## src/rtl/mux_arb_pkg.sv

```systemverilog
// Shared types and default sizing for the mux round-robin arbiter.
// Optional feature macro used by the arbiter: MUX_ARB_LOCK_EN.
package mux_arb_pkg;

  localparam int unsigned DefaultWidth = 4;
  localparam int unsigned DefaultN     = 4;

  typedef enum logic [0:0] {
    StIdle,
    StBusy
  } arb_state_e;

endpackage

```

## src/rtl/rr_pick.sv

```systemverilog
// Combinational round-robin pick: first set request strictly after last_gnt_i, with wrap.
module rr_pick #(
  parameter int unsigned N = 4,
  localparam int unsigned SelW = $clog2(N)
) (
  input  logic [N-1:0]    req_i,
  input  logic [SelW-1:0] last_gnt_i,
  output logic [N-1:0]    gnt_o,
  output logic [SelW-1:0] idx_o
);

  int unsigned     cand;
  logic [SelW-1:0] cand_idx;
  logic            found;

  always_comb begin
    gnt_o    = '0;
    idx_o    = '0;
    found    = 1'b0;
    cand     = 0;
    cand_idx = '0;
    // The offset runs 1..N so the previous winner is scanned last.
    for (int unsigned off = 1; off <= N; off++) begin
      cand     = (32'(last_gnt_i) + off) % N;
      cand_idx = cand[SelW-1:0];
      if (!found && req_i[cand_idx]) begin
        found           = 1'b1;
        gnt_o[cand_idx] = 1'b1;
        idx_o           = cand_idx;
      end
    end
  end

endmodule

```

## src/rtl/mux_rr_arbiter.sv

```systemverilog
// Round-robin arbiter feeding a registered valid/ready output stage from N requester words.
// Define MUX_ARB_LOCK_EN to add the lock input, which re-grants the current owner for bursts.
module mux_rr_arbiter
  import mux_arb_pkg::*;
#(
  parameter int unsigned WIDTH = DefaultWidth,
  parameter int unsigned N     = DefaultN,
  localparam int unsigned SEL_W = $clog2(N)
) (
  input  logic               clk,
  input  logic               rst_n,
  input  logic [N-1:0]       req,
  input  logic [N*WIDTH-1:0] data,
`ifdef MUX_ARB_LOCK_EN
  input  logic [N-1:0]       lock,
`endif
  output logic [N-1:0]       ack,
  output logic [SEL_W-1:0]   sel,
  output logic [WIDTH-1:0]   y,
  output logic               y_valid,
  input  logic               y_ready
);

  arb_state_e       state_q, state_d;
  logic [WIDTH-1:0] y_q, y_d;
  logic [SEL_W-1:0] sel_q, sel_d;
  logic [SEL_W-1:0] last_gnt_q, last_gnt_d;

  logic [N-1:0]     rr_gnt;
  logic [SEL_W-1:0] rr_idx;
  logic [N-1:0]     sel_onehot;
  logic [N-1:0]     win_gnt;
  logic [SEL_W-1:0] win_idx;
  logic [WIDTH-1:0] win_word;
  logic             load;
  logic             lock_hit;

  rr_pick #(
    .N(N)
  ) u_rr_pick (
    .req_i      (req),
    .last_gnt_i (last_gnt_q),
    .gnt_o      (rr_gnt),
    .idx_o      (rr_idx)
  );

  always_comb begin
    sel_onehot        = '0;
    sel_onehot[sel_q] = 1'b1;
`ifdef MUX_ARB_LOCK_EN
    // Only the word actually being consumed can hold the grant.
    lock_hit = (state_q == StBusy) && lock[sel_q] && req[sel_q];
`else
    lock_hit = 1'b0;
`endif
    load    = (|req) && ((state_q == StIdle) || y_ready);
    win_idx = lock_hit ? sel_q : rr_idx;
    win_gnt = lock_hit ? sel_onehot : rr_gnt;

    win_word = '0;
    for (int unsigned i = 0; i < N; i++) begin
      if (win_idx == SEL_W'(i)) begin
        win_word = data[i*WIDTH +: WIDTH];
      end
    end
  end

  always_comb begin
    state_d    = state_q;
    y_d        = y_q;
    sel_d      = sel_q;
    last_gnt_d = last_gnt_q;
    ack        = '0;
    if (load) begin
      state_d = StBusy;
      y_d     = win_word;
      sel_d   = win_idx;
      ack     = win_gnt;
      if (!lock_hit) begin
        last_gnt_d = win_idx;
      end
    end else if (state_q == StBusy && y_ready) begin
      state_d = StIdle;
    end
  end

  always_ff @(posedge clk or negedge rst_n) begin
    if (!rst_n) begin
      state_q    <= StIdle;
      y_q        <= '0;
      sel_q      <= '0;
      last_gnt_q <= SEL_W'(N - 1);
    end else begin
      state_q    <= state_d;
      y_q        <= y_d;
      sel_q      <= sel_d;
      last_gnt_q <= last_gnt_d;
    end
  end

  assign y       = y_q;
  assign sel     = sel_q;
  assign y_valid = (state_q == StBusy);

endmodule

```

## config.mk

```make
export PLATFORM = sky130hd
export DESIGN_NAME = mux_rr_arbiter
export DESIGN_NICKNAME = d
export VERILOG_FILES = /design/src/rtl/mux_arb_pkg.sv /design/src/rtl/rr_pick.sv /design/src/rtl/mux_rr_arbiter.sv
export SDC_FILE = /design/constraint.sdc
export NUM_CORES = 1
export LEC_CHECK = 0
export CORE_ASPECT_RATIO = 0.8
export CORE_MARGIN = 2
export CORE_UTILIZATION = 33
export DETAILED_ROUTE_END_ITERATION = 16
export PLACE_DENSITY = 0.76
export SYNTH_ARGS = -nofsm -noshare
export SYNTH_HDL_FRONTEND = slang
export SYNTH_SLANG_ARGS = --single-unit
```

## constraint.sdc

```tcl
create_clock -name clk -period 2.8 [get_ports clk]
set_input_delay 0.28 -clock clk [delete_from_list [all_inputs] [get_ports clk]]
set_output_delay 0.28 -clock clk [all_outputs]
set_load 0.02 [all_outputs]
```

==> results.py, run 1 <==
metrics = {
    "status": {
        "status": "complete, no violations",
    },
    "finish": {
        "layout-drive-gt1-share_pct": 38.51,
        "antenna_cells": 0,
        "fin_util_pct": 55.59,
        "final_cell_mix": "clkdlybuf4s50_1 (29), buf_4 (18), nor2_1 (9), and3_1 (8)",
        "areaGrowthSynthToFinish_pct": 62.32,
        "ff_latch_area_um2": 227.7,
        "fillers": 247,
        "multi_input_area_um2": 754.5,
        "final_cell_count_no_fill": 186,
        "final_common_cell": "clkdlybuf4s50_1",
        "layout.nets": 180,
    },
    "global_routing": {
        "antenna_found_initial": 0,
        "grt_pass1_vias": 1014,
        "grt_max_degree": 19,
        "grt_pass1_wl_mm": 4.519,
        "grtUsageTotal_pct": 17.94,
        "grt_remaining_overflow": 0,
    },
    "synthesis": {
        "yosysSeqAreaShare_pct": 24.23,
        "async_flop_share_pct": 100.0,
        "syn_avg_cell_area_um2": 9.491,
        "yosys_warnings": 0,
        "ys_ff_latch": 9,
        "synth_edf_count": 0,
        "synth.distinct_cells": 32,
        "syn_nets": 130,
        "synth_ff_type": "dfrtp_1",
        "synth_area_um2": 939.7,
        "syn_inst": 99,
    },
    "timing": {
        "relSlewSlack_pct": 71.66,
        "setup_viol_count_final": 0,
        "finalHoldViolCount": 0,
        "whs_ns": 0.3131,
        "skew_ns": 0.01031,
        "tightest_slew_ns": 0.4238,
        "fin_crit_sh_pct": 95.93,
        "final-max-slew-violation-count": 0,
        "timing.setup.tns_ns": 0,
        "max_freq_ghz": 0.3723,
        "rsz0062_at_grt": "false",
        "fin_crit_ns": 2.686,
    },
    "routing": {
        "drt-initial-drc-count": 29,
        "ant_nets": 0,
        "vias": 1025,
        "wl_per_cell_um": 15.60,
        "routed_wl_mm": 2.901,
        "dr.pass1.iters": 4,
        "post-route-drc-count": 0,
        "viasPerCell": 5.511,
    },
    "power": {
        "p_leak_nw": 0.6340,
        "ir_drop_mv": 0.4552,
        "p_per_area_mw_per_mm2": 1296,
        "power_w": 0.001976,
    },
    "worst_setup_path": {
        "slowest_stage": "dfstp_2",
        "critPathArrivalTime_ns": 2.41,
        "critPathMaxStageDelay_ns": 0.55,
        "crit_path_cell_trace": "buf_4 -> mux4_2 -> buf_4 -> a22oi_2 -> nor2_1 -> a221oi_2 -> nor2_1 -> buf_2",
        "cp-start-kind": "register",
        "worst-path-buf-inv": 3,
        "end_kind": "output pin",
        "setup.worst_path.class": "reg2out",
        "critical_path.top_delay_family": "flip-flops",
        "critPathRequiredTime_ns": 2.52,
        "cp_max_fo": 6,
    },
    "die": {
        "row_count": 17,
        "dieArea_mm2": 0.003293,
        "die_x_um": 63.66,
        "dieHeight_um": 51.73,
        "core_mm2": 0.002744,
        "ioPinCount": 34,
        "start_util_pct": 34.25,
    },
    "clock_network": {
        "cts_setup_buffers": 0,
        "clk_latency_ns": 0.27,
        "clkTransAtPathRegs_ns": 0.07,
        "clock-sinks": 9,
        "h-tree-depth": 1,
        "clk_path_buf_depth": 2,
        "numCtsBuffers": 3,
        "cts_root_buf": "clkbuf_4",
        "ctsHoldBuffers": 0,
        "cts_tree": "built",
    },
    "job": {
        "max-cap-violations": 0,
    },
    "placed_design": {
        "dp_hpwl_mm": 2.199,
        "place_congestion": 0.8266,
        "dpl.cell_count": 182,
        "io_buffers": 33,
    },
    "worst_hold_path": {
        "hp-class": "in2async",
    },
}
[cells in the mapped netlist (3+ instances only)]
library cell  instances  area share (%)
mux4_2                4             9.6
a221oi_1              4             3.7
nand2_1               6             2.4
a21oi_1               5             2.7
ha_1                  8              11
inv_1                 4             1.6
and3_1                8             5.3
o31ai_1               4             3.2
a22oi_1               4             3.2
dfrtp_1               7              19
nor2_1               10             4.0
buf_6                 3             3.6
a211oi_1              8             6.4
[state kept, by name (all words and copies together) (netlist names)]
| name | flops |
|---|---|
| last_gnt_q | 2 |
| y | 4 |
| y_valid | 1 |
| sel | 2 |
[logic make-up (layout without fill, tap and decap cells)]
kind of cell | count (synthesis) | after routing | share of synthesized area, %
compound gates | 33 | 33 | 27.83
simple gates | 32 | 32 | 17.84
buf+inv | 10 | 59 | 6.524
flops | 9 | 9 | 24.23
fa+ha+maj | 8 | 8 | 10.65
mux | 7 | 7 | 12.92
[per-stage QoR]
stage	area, µm²	worst slack [ns]
5_1_grt	1525	0.02047
3_3_place_gp	1459	-0.09029
6_report	1525	0.1140
4_1_cts	1496	0.05477
2_1_floorplan	984.7	0.008090
3_5_place_dp	1459	-0.1848
[area by class of cell]
class	instances	share of cell area (%)
clock buffers	4	1.723
inverters	4	1.148
multi-input cells	80	49.47
flip-flops and latches	9	14.93
well taps	38	3.117
repair buffers	51	29.61
[routing by layer]
metal	share of wire [%]	global-route usage, %
met1	43	21.27
met2	50	32.63
met5	0	0
met4	1.3	5.072
met3	5.5	4.329
[power by group]
part           switching (W)  leakage, nW  internal [W]
Clock              0.0000481       0.0150     0.0000549
Sequential         0.0000365        0.101      0.000202
Combinational       0.000858        0.518      0.000776
[timing repair]
action | CTS | global route
gates resized for setup | 22 | 8
endpoints found under the setup margin | 4 | 5
pin swaps | 0 | 2
[final timing paths]
path	startpoint	endpoint	slack, ns	cells after the start
worst max-delay path	last_gnt_q[0]	ack[1]	0.11	8
max in group asynchronous	rst_n	last_gnt_q[0]	2.15	1
worst min register to register	y[3]	y[3]	0.49	2
min in group clk	y[3]	y[3]	0.49	2
worst min-delay path	rst_n	y[3]	0.31	1
worst max register to register	last_gnt_q[1]	y[2]	0.15	8
[worst reg2reg max path, cell delays in order (launching register included)]
cell	delay [ns]
dfstp_2	0.54
inv_2	0.05
ha_4	0.27
mux4_2	0.50
buf_4	0.20
or3_4	0.42
o22ai_2	0.25
a211oi_1	0.09
o31ai_1	0.23
Note: power is estimated with default switching activity, not from simulation.
==> run 2, diff against run 1 <==
--- a/config.mk
+++ b/config.mk
@@ -7,9 +7,10 @@
 export LEC_CHECK = 0
 export CORE_ASPECT_RATIO = 0.8
 export CORE_MARGIN = 2
-export CORE_UTILIZATION = 33
+export CORE_UTILIZATION = 40
 export DETAILED_ROUTE_END_ITERATION = 16
-export PLACE_DENSITY = 0.76
+export PLACE_DENSITY = 0.87
+export SLEW_MARGIN = 20
 export SYNTH_ARGS = -nofsm -noshare
 export SYNTH_HDL_FRONTEND = slang
 export SYNTH_SLANG_ARGS = --single-unit
==> results.py, run 2 (synthesis results as in run 1) <==
metrics = {
    "status": {
        "status": "complete, no violations",
    },
    "timing": {
        "fin_crit_ns": 2.707,
        "rsz0062_at_grt": "true",
        "final-max-slew-violation-count": 0,
        "tightest_slew_ns": 0.4089,
        "relSlewSlack_pct": 72.65,
        "fin_crit_sh_pct": 96.69,
        "finalHoldViolCount": 0,
        "setup_slack_ns": 0.09269,
        "setup_viol_count_final": 0,
        "max_freq_ghz": 0.3694,
        "skew_ns": 0.01000,
    },
    "routing": {
        "post-route-drc-count": 0,
        "vias": 1021,
        "routed_wl_mm": 2.715,
        "viasPerCell": 5.834,
        "drt-initial-drc-count": 41,
        "ant_nets": 0,
        "dr.pass1.iters": 4,
        "wl_per_cell_um": 15.51,
    },
    "die": {
        "die_x_um": 58.19,
        "start_util_pct": 42.79,
        "dieHeight_um": 47.35,
        "ioPinCount": 34,
        "dieArea_mm2": 0.002755,
        "row_count": 15,
        "core_mm2": 0.002196,
    },
    "power": {
        "pwr-share-comb_pct": 82.6,
        "ir_drop_mv": 0.9134,
        "p_leak_nw": 0.6450,
        "p_per_area_mw_per_mm2": 1287,
        "seqPwrFrac_pct": 12.2,
        "internal_power_w": 0.001037,
        "switchingPower_w": 0.0009149,
        "power.share.clock_pct": 5.2,
        "switching_share_pct": 46.88,
    },
    "placed_design": {
        "place_congestion": 0.8583,
        "io_buffers": 33,
        "pre_cts_ws_ns": -0.2112,
        "dp_hpwl_mm": 2.192,
        "dpl.cell_count": 171,
    },
    "worst_setup_path": {
        "reg2reg_from": "last_gnt_q[1]",
        "setup.worst_path.start": "last_gnt_q[1]",
        "end_kind": "output pin",
        "critPathRequiredTime_ns": 2.52,
        "critPathArrivalTime_ns": 2.43,
        "cp_max_fo": 4,
        "cp-start-kind": "register",
        "setup.worst_path.class": "reg2out",
    },
    "finish": {
        "final_cell_mix": "clkdlybuf4s50_1 (29), buf_4 (22), nor2_1 (9), and3_1 (8)",
        "largest_register_ff_count": 4,
        "final_common_cell": "clkdlybuf4s50_1",
        "fin_util_pct": 69.06,
        "layout-drive-gt1-share_pct": 38.00,
        "final_cell_count_no_fill": 175,
        "areaGrowthSynthToFinish_pct": 61.38,
        "layout.nets": 182,
        "fillers": 174,
        "antenna_cells": 0,
    },
    "clock_network": {
        "clk_path_buf_depth": 2,
        "cts_setup_buffers": 0,
        "clock-sinks": 9,
        "numCtsBuffers": 3,
        "cts_tree": "built",
        "clkTransAtPathRegs_ns": 0.07,
        "clk_latency_ns": 0.26,
        "cts_root_buf": "clkbuf_4",
        "ctsHoldBuffers": 0,
        "h-tree-depth": 1,
    },
    "global_routing": {
        "antenna_found_initial": 0,
        "grt_remaining_overflow": 0,
        "grt_pass1_wl_mm": 3.933,
        "grt_max_degree": 19,
        "grtUsageTotal_pct": 19.30,
        "grt_pass1_vias": 922,
    },
    "job": {
        "max-cap-violations": 0,
    },
    "worst_hold_path": {
        "hp-class": "in2async",
    },
}
## run 2: area by class of cell
class / instances / area [µm²] / share of cell area [%]
tap: 25 / 31.28 / 2.063
clock buffer: 3 / 22.52 / 1.485
timing repair buffer: 53 / 465.4 / 30.69
clock inverter: 1 / 5.005 / 0.3300
sequential: 9 / 227.7 / 15.02
multi-input combinational: 80 / 747.0 / 49.26
inverter: 4 / 17.52 / 1.155
## run 2: what timing repair did
action | CTS | global route
gates resized for setup | 20 | 7
pin swaps | 0 | 2
endpoints found under the setup margin | 4 | 5
## run 2: worst paths after layout
path	endpoint	slack, ns	cells after the start
worst max-delay path	ack[3]	0.09	8
worst min-delay path	y[1]	0.31	1
worst max register to register	y[3]	0.14	8
worst min register to register	y[2]	0.48	2
max in group asynchronous	last_gnt_q[0]	2.16	1
min in group clk	y[2]	0.48	2
## run 2: metal layers
metal	GRT usage (%)	routed length, µm	vias up
met4	9.302	48	0
li1	-	-	483
met3	2.755	163	8
met2	37.50	1428	46
met5	0	0	-
met1	21.38	1074	484
## run 2: critical path, cell delays in order (launching register included)
cell      delay, ns
dfstp_2        0.53
inv_1          0.07
ha_4           0.28
mux4_2         0.51
or2_4          0.26
nor2b_4        0.17
a221oi_1       0.09
nor2_1         0.08
buf_2          0.16
## run 2: metrics by stage
step | area [µm²] | TNS (ns) | hold slack (ns) | total power, W
floorplan | 984.7 | 0 | -0.01559 | 0.001274
global placement | 1458 | -0.3396 | 0.4665 | 0.001686
detailed placement | 1458 | -0.7203 | 0.4670 | 0.001754
CTS | 1484 | 0 | 0.3165 | 0.001879
global route | 1516 | -0.08319 | 0.3290 | 0.002089
finish | 1516 | 0 | 0.3061 | 0.001952
## run 2: power groups by stage
stage	clock, W	combinational (W)	sequential, W
final	0.000102	0.00161	0.000238
after global placement	0	0.00145	0.000238
after floorplan	0	0.000969	0.000305
after CTS	0.000106	0.00154	0.000237
after detailed placement	0	0.00152	0.000238
after global routing	0.000110	0.00173	0.000247
